--- src/rtl/input_steer_pkg.sv ---
`timescale 1ns/1ps
// Shared definitions for the input_steer block: state encoding and default
// parameter values used by the interface and the top module.
package input_steer_pkg;

  localparam int DATA_W_DEF    = 10;
  localparam int CNT_W_DEF     = 8;
  localparam int STALL_MAX_DEF = 16;

  // Bit of the word that selects the destination FIFO.
  localparam int CLASS_BIT = 8;

  typedef enum logic [1:0] {
    ST_IDLE   = 2'd0,
    ST_ACTIVE = 2'd1,
    ST_PAUSE  = 2'd2,
    ST_ERROR  = 2'd3
  } state_e;

  // Counter width able to represent 0..maxVal inclusive.
  function automatic int stallWidth(input int maxVal);
    return (maxVal < 1) ? 1 : $clog2(maxVal + 1);
  endfunction

endpackage

--- src/rtl/input_steer_if.sv ---
`timescale 1ns/1ps
// Link-side handshake and two-FIFO write side of input_steer as one bundle.
// The slave modport is the steering block; master is whatever surrounds it.
interface input_steer_if #(
  parameter int DATA_W = input_steer_pkg::DATA_W_DEF,
  parameter int CNT_W  = input_steer_pkg::CNT_W_DEF
) ();

  logic [DATA_W-1:0] data_in;
  logic              valid_in;
  logic              ready_out;

  logic              full0;
  logic              full1;
  logic              almost_full0;
  logic              almost_full1;

  logic              push0;
  logic              push1;
  logic [DATA_W-1:0] data_out0;
  logic [DATA_W-1:0] data_out1;
  logic [CNT_W-1:0]  count0;
  logic [CNT_W-1:0]  count1;

  logic              pause;
  logic              error;

  modport slave (
    input  data_in, valid_in,
    input  full0, full1, almost_full0, almost_full1,
    output ready_out,
    output push0, push1, data_out0, data_out1,
    output count0, count1,
    output pause, error
  );

  modport master (
    output data_in, valid_in,
    output full0, full1, almost_full0, almost_full1,
    input  ready_out,
    input  push0, push1, data_out0, data_out1,
    input  count0, count1,
    input  pause, error
  );

endinterface

--- src/rtl/input_steer.sv ---
`timescale 1ns/1ps
// Steers words from a valid/ready link into one of two downstream FIFOs by
// class bit, with a one-word holding register, flow-control pause and a sticky stall error.
module input_steer
  import input_steer_pkg::*;
#(
  parameter int DATA_W    = DATA_W_DEF,
  parameter int CNT_W     = CNT_W_DEF,
  parameter int STALL_MAX = STALL_MAX_DEF
) (
  input  logic         clk,
  input  logic         reset,
  input_steer_if.slave bus
);

  localparam int                 STALL_W     = stallWidth(STALL_MAX);
  localparam logic [STALL_W-1:0] STALL_LIMIT = STALL_W'(STALL_MAX);

  state_e              state_q, state_d;
  logic [DATA_W-1:0]   hold_data_q, hold_data_d;
  logic                hold_valid_q, hold_valid_d;
  logic [STALL_W-1:0]  stall_q, stall_d;
  logic [CNT_W-1:0]    count0_q, count0_d;
  logic [CNT_W-1:0]    count1_q, count1_d;

  logic target;
  logic push0;
  logic push1;
  logic ready;
  logic accept;
  logic stall_hit;
  logic any_almost_full;

  assign target          = hold_data_q[CLASS_BIT];
  assign any_almost_full = bus.almost_full0 || bus.almost_full1;

  // Pushes come only from registered state and the live full flags, so a
  // full FIFO can never be written even in the cycle it becomes full.
  always_comb begin
    push0  = 1'b0;
    push1  = 1'b0;
    ready  = 1'b0;
    accept = 1'b0;
    if (hold_valid_q && (state_q != ST_ERROR)) begin
      push0 = !target && !bus.full0;
      push1 =  target && !bus.full1;
    end
    ready  = (state_q == ST_ACTIVE) && (!hold_valid_q || push0 || push1);
    accept = bus.valid_in && ready;
  end

  always_comb begin
    hold_data_d  = hold_data_q;
    hold_valid_d = hold_valid_q;
    stall_d      = stall_q;
    count0_d     = count0_q;
    count1_d     = count1_q;
    if (state_q != ST_ERROR) begin
      if (accept) begin
        hold_data_d  = bus.data_in;
        hold_valid_d = 1'b1;
      end else if (push0 || push1) begin
        hold_valid_d = 1'b0;
      end
      if (hold_valid_q && !push0 && !push1) begin
        stall_d = stall_q + STALL_W'(1);
      end else begin
        stall_d = '0;
      end
    end
    if (push0) begin
      count0_d = count0_q + CNT_W'(1);
    end
    if (push1) begin
      count1_d = count1_q + CNT_W'(1);
    end
  end

  // The stall limit is judged on the value the counter is about to take, and
  // it overrides any pause/resume decision made in the same cycle.
  assign stall_hit = (state_q != ST_ERROR) && (stall_d == STALL_LIMIT);

  always_comb begin
    state_d = state_q;
    case (state_q)
      ST_IDLE: begin
        state_d = ST_ACTIVE;
      end
      ST_ACTIVE: begin
        if (stall_hit) begin
          state_d = ST_ERROR;
        end else if (any_almost_full) begin
          state_d = ST_PAUSE;
        end
      end
      ST_PAUSE: begin
        if (stall_hit) begin
          state_d = ST_ERROR;
        end else if (!any_almost_full) begin
          state_d = ST_ACTIVE;
        end
      end
      ST_ERROR: begin
        state_d = ST_ERROR;
      end
      default: begin
        state_d = ST_IDLE;
      end
    endcase
  end

  always_ff @(posedge clk or negedge reset) begin
    if (!reset) begin
      state_q      <= ST_IDLE;
      hold_data_q  <= '0;
      hold_valid_q <= 1'b0;
      stall_q      <= '0;
      count0_q     <= '0;
      count1_q     <= '0;
    end else begin
      state_q      <= state_d;
      hold_data_q  <= hold_data_d;
      hold_valid_q <= hold_valid_d;
      stall_q      <= stall_d;
      count0_q     <= count0_d;
      count1_q     <= count1_d;
    end
  end

  assign bus.ready_out = ready;
  assign bus.push0     = push0;
  assign bus.push1     = push1;
  assign bus.data_out0 = target ? '0 : hold_data_q;
  assign bus.data_out1 = target ? hold_data_q : '0;
  assign bus.count0    = count0_q;
  assign bus.count1    = count1_q;
  assign bus.pause     = (state_q == ST_PAUSE);
  assign bus.error     = (state_q == ST_ERROR);

endmodule

--- src/flat_wrapper.sv ---
// flat-port wrapper written by rule: the top's interface ports become plain ports
module input_steer_flat import input_steer_pkg::*;
#(
  parameter int DATA_W    = DATA_W_DEF,
  parameter int CNT_W     = CNT_W_DEF,
  parameter int STALL_MAX = STALL_MAX_DEF
)
  (clk, reset, bus_data_in, bus_valid_in, bus_full0, bus_full1, bus_almost_full0, bus_almost_full1, bus_ready_out, bus_push0, bus_push1, bus_data_out0, bus_data_out1, bus_count0, bus_count1, bus_pause, bus_error);
  input_steer_if #(.DATA_W(DATA_W), .CNT_W(CNT_W)) bus_i ();
  input  logic clk;
  input  logic reset;
  input wire logic [$bits(bus_i.data_in)-1:0] bus_data_in;
  input wire logic [$bits(bus_i.valid_in)-1:0] bus_valid_in;
  input wire logic [$bits(bus_i.full0)-1:0] bus_full0;
  input wire logic [$bits(bus_i.full1)-1:0] bus_full1;
  input wire logic [$bits(bus_i.almost_full0)-1:0] bus_almost_full0;
  input wire logic [$bits(bus_i.almost_full1)-1:0] bus_almost_full1;
  output wire logic [$bits(bus_i.ready_out)-1:0] bus_ready_out;
  output wire logic [$bits(bus_i.push0)-1:0] bus_push0;
  output wire logic [$bits(bus_i.push1)-1:0] bus_push1;
  output wire logic [$bits(bus_i.data_out0)-1:0] bus_data_out0;
  output wire logic [$bits(bus_i.data_out1)-1:0] bus_data_out1;
  output wire logic [$bits(bus_i.count0)-1:0] bus_count0;
  output wire logic [$bits(bus_i.count1)-1:0] bus_count1;
  output wire logic [$bits(bus_i.pause)-1:0] bus_pause;
  output wire logic [$bits(bus_i.error)-1:0] bus_error;
  assign bus_i.data_in = bus_data_in;
  assign bus_i.valid_in = bus_valid_in;
  assign bus_i.full0 = bus_full0;
  assign bus_i.full1 = bus_full1;
  assign bus_i.almost_full0 = bus_almost_full0;
  assign bus_i.almost_full1 = bus_almost_full1;
  assign bus_ready_out = bus_i.ready_out;
  assign bus_push0 = bus_i.push0;
  assign bus_push1 = bus_i.push1;
  assign bus_data_out0 = bus_i.data_out0;
  assign bus_data_out1 = bus_i.data_out1;
  assign bus_count0 = bus_i.count0;
  assign bus_count1 = bus_i.count1;
  assign bus_pause = bus_i.pause;
  assign bus_error = bus_i.error;
  input_steer #(.DATA_W(DATA_W), .CNT_W(CNT_W), .STALL_MAX(STALL_MAX)) u_core (.clk(clk), .reset(reset), .bus(bus_i));
endmodule
--- config.mk ---
export PLATFORM = sky130hd
export DESIGN_NAME = input_steer_flat
export DESIGN_NICKNAME = d
export VERILOG_FILES = /design/src/rtl/input_steer_pkg.sv /design/src/rtl/input_steer_if.sv /design/src/rtl/input_steer.sv /design/src/flat_wrapper.sv
export SDC_FILE = /design/constraint.sdc
export NUM_CORES = 1
export LEC_CHECK = 0
export ABC_AREA = 1
export CAP_MARGIN = 20
export CORE_MARGIN = 2
export CORE_UTILIZATION = 45
export DETAILED_ROUTE_END_ITERATION = 12
export PLACE_DENSITY = 0.79
export SYNTH_ARGS = -nofsm -noshare
export SYNTH_HDL_FRONTEND = slang
export SYNTH_SLANG_ARGS = --single-unit
export TNS_END_PERCENT = 20
--- constraint.sdc ---
create_clock -name clk -period 1.79 [get_ports clk]
set_input_delay 0.358 -clock clk [delete_from_list [all_inputs] [get_ports clk]]
set_output_delay 0.358 -clock clk [all_outputs]
set_load 0.1 [all_outputs]
==> report_table.html <==
<table>
<tr><th>Metric</th><th>Value</th></tr>
<tr><th colspan="2">Cells and area</th></tr>
<tr><td>Multi-input combinational cell area</td><td>763 um2</td></tr>
<tr><td>Number of fill cells in the layout</td><td>227</td></tr>
<tr><td>Number of nets in the final layout</td><td>287</td></tr>
<tr><td>Layout Area Growth over Synthesis</td><td>68.7%</td></tr>
<tr><td>Fraction of layout instances using a drive strength above 1</td><td>40.7%</td></tr>
<tr><td>Utilization after layout</td><td>80.2%</td></tr>
<tr><td>Diode count</td><td>0</td></tr>
<tr><td>Sequential cell area in the final layout</td><td>855 um2</td></tr>
<tr><th colspan="2">Timing</th></tr>
<tr><td>Hold Fails Final Rpt</td><td>0</td></tr>
<tr><td>RSZ-0062 raised after global routing</td><td>yes</td></tr>
<tr><td>Share of the clock period used by the worst path</td><td>98.1%</td></tr>
<tr><td>Final min period</td><td>1.76 ns</td></tr>
<tr><td>Max-slew violation count</td><td>0</td></tr>
<tr><td>Final worst clock skew</td><td>0.00274 ns</td></tr>
<tr><td>Final setup violating endpoints</td><td>0</td></tr>
<tr><td>Fmax achieved</td><td>570 MHz</td></tr>
<tr><td>Final WS setup</td><td>0.0344 ns</td></tr>
<tr><th colspan="2">Die</th></tr>
<tr><td>Chip width</td><td>66.6 um</td></tr>
<tr><td>Std cell rows</td><td>22</td></tr>
<tr><td>Overall die height</td><td>66.6 um</td></tr>
<tr><td>Core area</td><td>3720 um2</td></tr>
<tr><td>Total Die Area</td><td>4440 um2</td></tr>
<tr><td>I/O pin count</td><td>58</td></tr>
<tr><td>Starting density of the core</td><td>47.5%</td></tr>
<tr><th colspan="2">Synthesis</th></tr>
<tr><td>Area share of and/or/nand/nor cells after synthesis</td><td>23.7%</td></tr>
<tr><td>Compound-cell area share of the yosys netlist</td><td>7.23%</td></tr>
<tr><td>Sequential area share after synthesis</td><td>48.2%</td></tr>
<tr><td>Net count of the mapped netlist</td><td>218</td></tr>
<tr><td>Main area contributors after synthesis</td><td>sky130_fd_sc_hd__dfrtp_1, sky130_fd_sc_hd__nand2_1, sky130_fd_sc_hd__inv_1</td></tr>
<tr><td>Main combinational cell family by area after synthesis</td><td>simple AND/OR/NAND/NOR gates</td></tr>
<tr><td>#FFs+latches synth</td><td>34</td></tr>
<tr><td>Post-synthesis instance area</td><td>1770 um2</td></tr>
<tr><td>Portion of synthesized cell area occupied by the leading cell type</td><td>48.2%</td></tr>
<tr><td>Number of different library cells in the post-synthesis netlist</td><td>27</td></tr>
<tr><td>Mean instance size in the synthesized netlist</td><td>8.92 um2</td></tr>
<tr><td>Biggest area consumer among synthesized cells</td><td>sky130_fd_sc_hd__dfrtp_1</td></tr>
<tr><td>Total of warnings raised by yosys</td><td>0</td></tr>
<tr><td>Mux share of post-synthesis cell area</td><td>0%</td></tr>
<tr><td>Cell count after synthesis</td><td>198</td></tr>
<tr><td>Xor/xnor share of the synthesized area</td><td>7.94%</td></tr>
<tr><td>Synthesized-area fraction occupied by adder cells</td><td>2.13%</td></tr>
<tr><th colspan="2">Drt</th></tr>
<tr><td>Total wire length</td><td>3.92 mm</td></tr>
<tr><td>DR WL/cell</td><td>12.4 um</td></tr>
<tr><td>Number of DRC markers in iteration 0</td><td>90</td></tr>
<tr><td>Final antenna-violating net count</td><td>0</td></tr>
<tr><td>Total via count in the routed design</td><td>1479</td></tr>
<tr><td># DRC</td><td>0</td></tr>
<tr><td>Ratio of routed vias to standard cells</td><td>4.68</td></tr>
<tr><td>DRT Pass-1 Iters</td><td>4</td></tr>
<tr><th colspan="2">Setup path</th></tr>
<tr><td>Biggest fanout along the worst timing path</td><td>3</td></tr>
<tr><td>Source of the worst register-to-register timing path</td><td>u_core.state_q[0]</td></tr>
<tr><td>Setup Crit Path Kind</td><td>register to output pin</td></tr>
<tr><td>Capture point of the worst reg-to-reg path</td><td>u_core.hold_data_q[9]</td></tr>
<tr><td>Flop-to-flop setup slack</td><td>0.19 ns</td></tr>
<tr><td>Worst R2R Path Depth</td><td>8</td></tr>
<tr><td>Type of origin of the critical path</td><td>register</td></tr>
<tr><td>Arrival time of the worst setup path</td><td>1.40 ns</td></tr>
<tr><td>Crit. End Element</td><td>output pin</td></tr>
<tr><td>Required arrival time at the worst endpoint</td><td>1.43 ns</td></tr>
<tr><th colspan="2">Clock tree</th></tr>
<tr><td>Sink Count</td><td>34</td></tr>
<tr><td>Hold-fix buffer count after cts</td><td>0</td></tr>
<tr><td>CTS H-tree depth</td><td>2</td></tr>
<tr><td>Clock latency at the later pin of the worst-skew pair</td><td>0.28 ns</td></tr>
<tr><td>CTS Buf Count</td><td>5</td></tr>
<tr><td>Clock tree from TritonCTS</td><td>built</td></tr>
<tr><td>Root buffer selected by CTS</td><td>sky130_fd_sc_hd__clkbuf_8</td></tr>
<tr><td>Clock transition time at the flip-flop clock pins of the worst setup and hold paths</td><td>0.06 ns</td></tr>
<tr><td>Bufs on Longest Clock Path</td><td>2</td></tr>
<tr><th colspan="2">Worst hold path</th></tr>
<tr><td>Worst Hold Class</td><td>primary input to asynchronous set/reset pin</td></tr>
<tr><th colspan="2">Place</th></tr>
<tr><td>Weighted congestion at the end of routability-driven global placement</td><td>0.762</td></tr>
<tr><td>PortBufs</td><td>56</td></tr>
<tr><td>Worst slack, placed</td><td>-0.119 ns</td></tr>
<tr><td>Hpwl dp</td><td>2.94 mm</td></tr>
<tr><th colspan="2">GRT</th></tr>
<tr><td>Global-route total usage across every layer</td><td>20.2%</td></tr>
<tr><td>Number of global-route vias before repair</td><td>1515</td></tr>
<tr><td>Number of antenna violations at the first check in global routing</td><td>0</td></tr>
<tr><td>Pin count of the biggest net entering global routing</td><td>35</td></tr>
<tr><td>Global route total overflow</td><td>0</td></tr>
<tr><td>First-pass GRT wire length</td><td>6.63 mm</td></tr>
<tr><th colspan="2">Job</th></tr>
<tr><td>Max-cap violations</td><td>0</td></tr>
<tr><th colspan="2">Status</th></tr>
<tr><td>Run status</td><td>finished, final reports clean</td></tr>
</table>
[synthesized netlist by cell type (all sizes together)]
master	instances
nand2	43
inv	35
dfrtp	34
nor2	30
a21oi	15
xnor2	9
nand3	7
xor2	7
buf	6
nand4	4
ha	3
and3	1
conb	1
nor3	1
o21bai	1
or2	1
[how the worst max path moves through the flow]
stage	startpoint	to	slack [ns]	cells past startpoint
final	u_core.state_q[0]	bus_ready_out	0.03	5
after global placement	bus_full0	u_core.hold_data_q[9]	-0.06	8
after detailed placement	bus_full0	u_core.bus.count0[6]	-0.12	9
after global routing	u_core.state_q[0]	bus_ready_out	-0.03	5
after floorplan	u_core.hold_data_q[8]	bus_data_out0[0]	-0.29	3
after CTS	bus_full1	bus_ready_out	0.01	6
[through the flow]
step	setup TNS, ns	hold slack, ns	cell area [um2]	cells
after global placement	-0.536	0.513	2820	304
final	0	0.484	2980	316
after floorplan	-3.02	0.0624	1790	198
after CTS	0	0.496	2960	315
after global routing	-0.0296	0.520	2980	316
after detailed placement	-0.894	0.523	2820	304
[worst max-delay path, cell delays in order, from the launching register on]
cell	delay, ns
sky130_fd_sc_hd__dfrtp_2	0.44
sky130_fd_sc_hd__nand2_4	0.11
sky130_fd_sc_hd__nand4_4	0.10
sky130_fd_sc_hd__nand2_2	0.09
sky130_fd_sc_hd__and3_4	0.20
sky130_fd_sc_hd__buf_12	0.17
[logic make-up after synthesis]
family / count (synthesis)
buf+inv: 41
other cells: 1
simple gates: 87
xor+xnor: 16
fa+ha+maj: 3
compound gates: 16
flops: 34
[layer usage]
layer	vias to the layer above	share of wire (%)	GRT usage (%)
met5	-	0	0
met4	0	2.1	7.65
met3	10	6.5	7.09
met2	50	51	34.3
met1	689	41	23.3
li1	730	-	-
[placed cells by master (no fill, tap or decap), types with 2 or more instances in the layout]
master	synthesis	final
sky130_fd_sc_hd__buf_4	2	11
sky130_fd_sc_hd__nand3_1	6	6
sky130_fd_sc_hd__buf_12	1	40
sky130_fd_sc_hd__clkdlybuf4s50_1	0	14
sky130_fd_sc_hd__xor2_1	7	7
sky130_fd_sc_hd__ha_1	3	3
sky130_fd_sc_hd__inv_2	3	5
sky130_fd_sc_hd__a21oi_2	12	12
sky130_fd_sc_hd__nand2_1	40	39
sky130_fd_sc_hd__nand2_4	2	2
sky130_fd_sc_hd__nor2_2	10	20
sky130_fd_sc_hd__a21oi_1	3	3
sky130_fd_sc_hd__nand2_2	1	2
sky130_fd_sc_hd__dfrtp_1	34	31
sky130_fd_sc_hd__nand4_1	3	3
sky130_fd_sc_hd__nor2_1	20	9
sky130_fd_sc_hd__clkbuf_8	0	8
sky130_fd_sc_hd__inv_1	32	29
sky130_fd_sc_hd__dfrtp_2	0	3
sky130_fd_sc_hd__xnor2_1	9	9
[final cells by class]
cell class | count | share of cell area (%)
Timing Repair Buffer | 68 | 35.4
Sequential cell | 34 | 28.7
Multi-Input combinational cell | 123 | 25.6
Inverter | 35 | 4.54
Clock buffer | 8 | 3.70
Tap cell | 48 | 2.02
[registers in the layout, summed over array words and instances (netlist names)]
signal,count
u_core.bus.count0,8
u_core.bus.count1,8
u_core.hold_data_q,10
u_core.hold_valid_q,1
u_core.stall_q,5
u_core.state_q,2
[repair_timing]
action / CTS / global route
endpoints found under the setup margin: 11 / 3
buffers inserted: 3 / 1
pin swaps: 3 / 4
resized for setup: 6 / 5
Power is not shown: default switching activity piles up to over one toggle a cycle in this logic, so the estimate is an artifact.
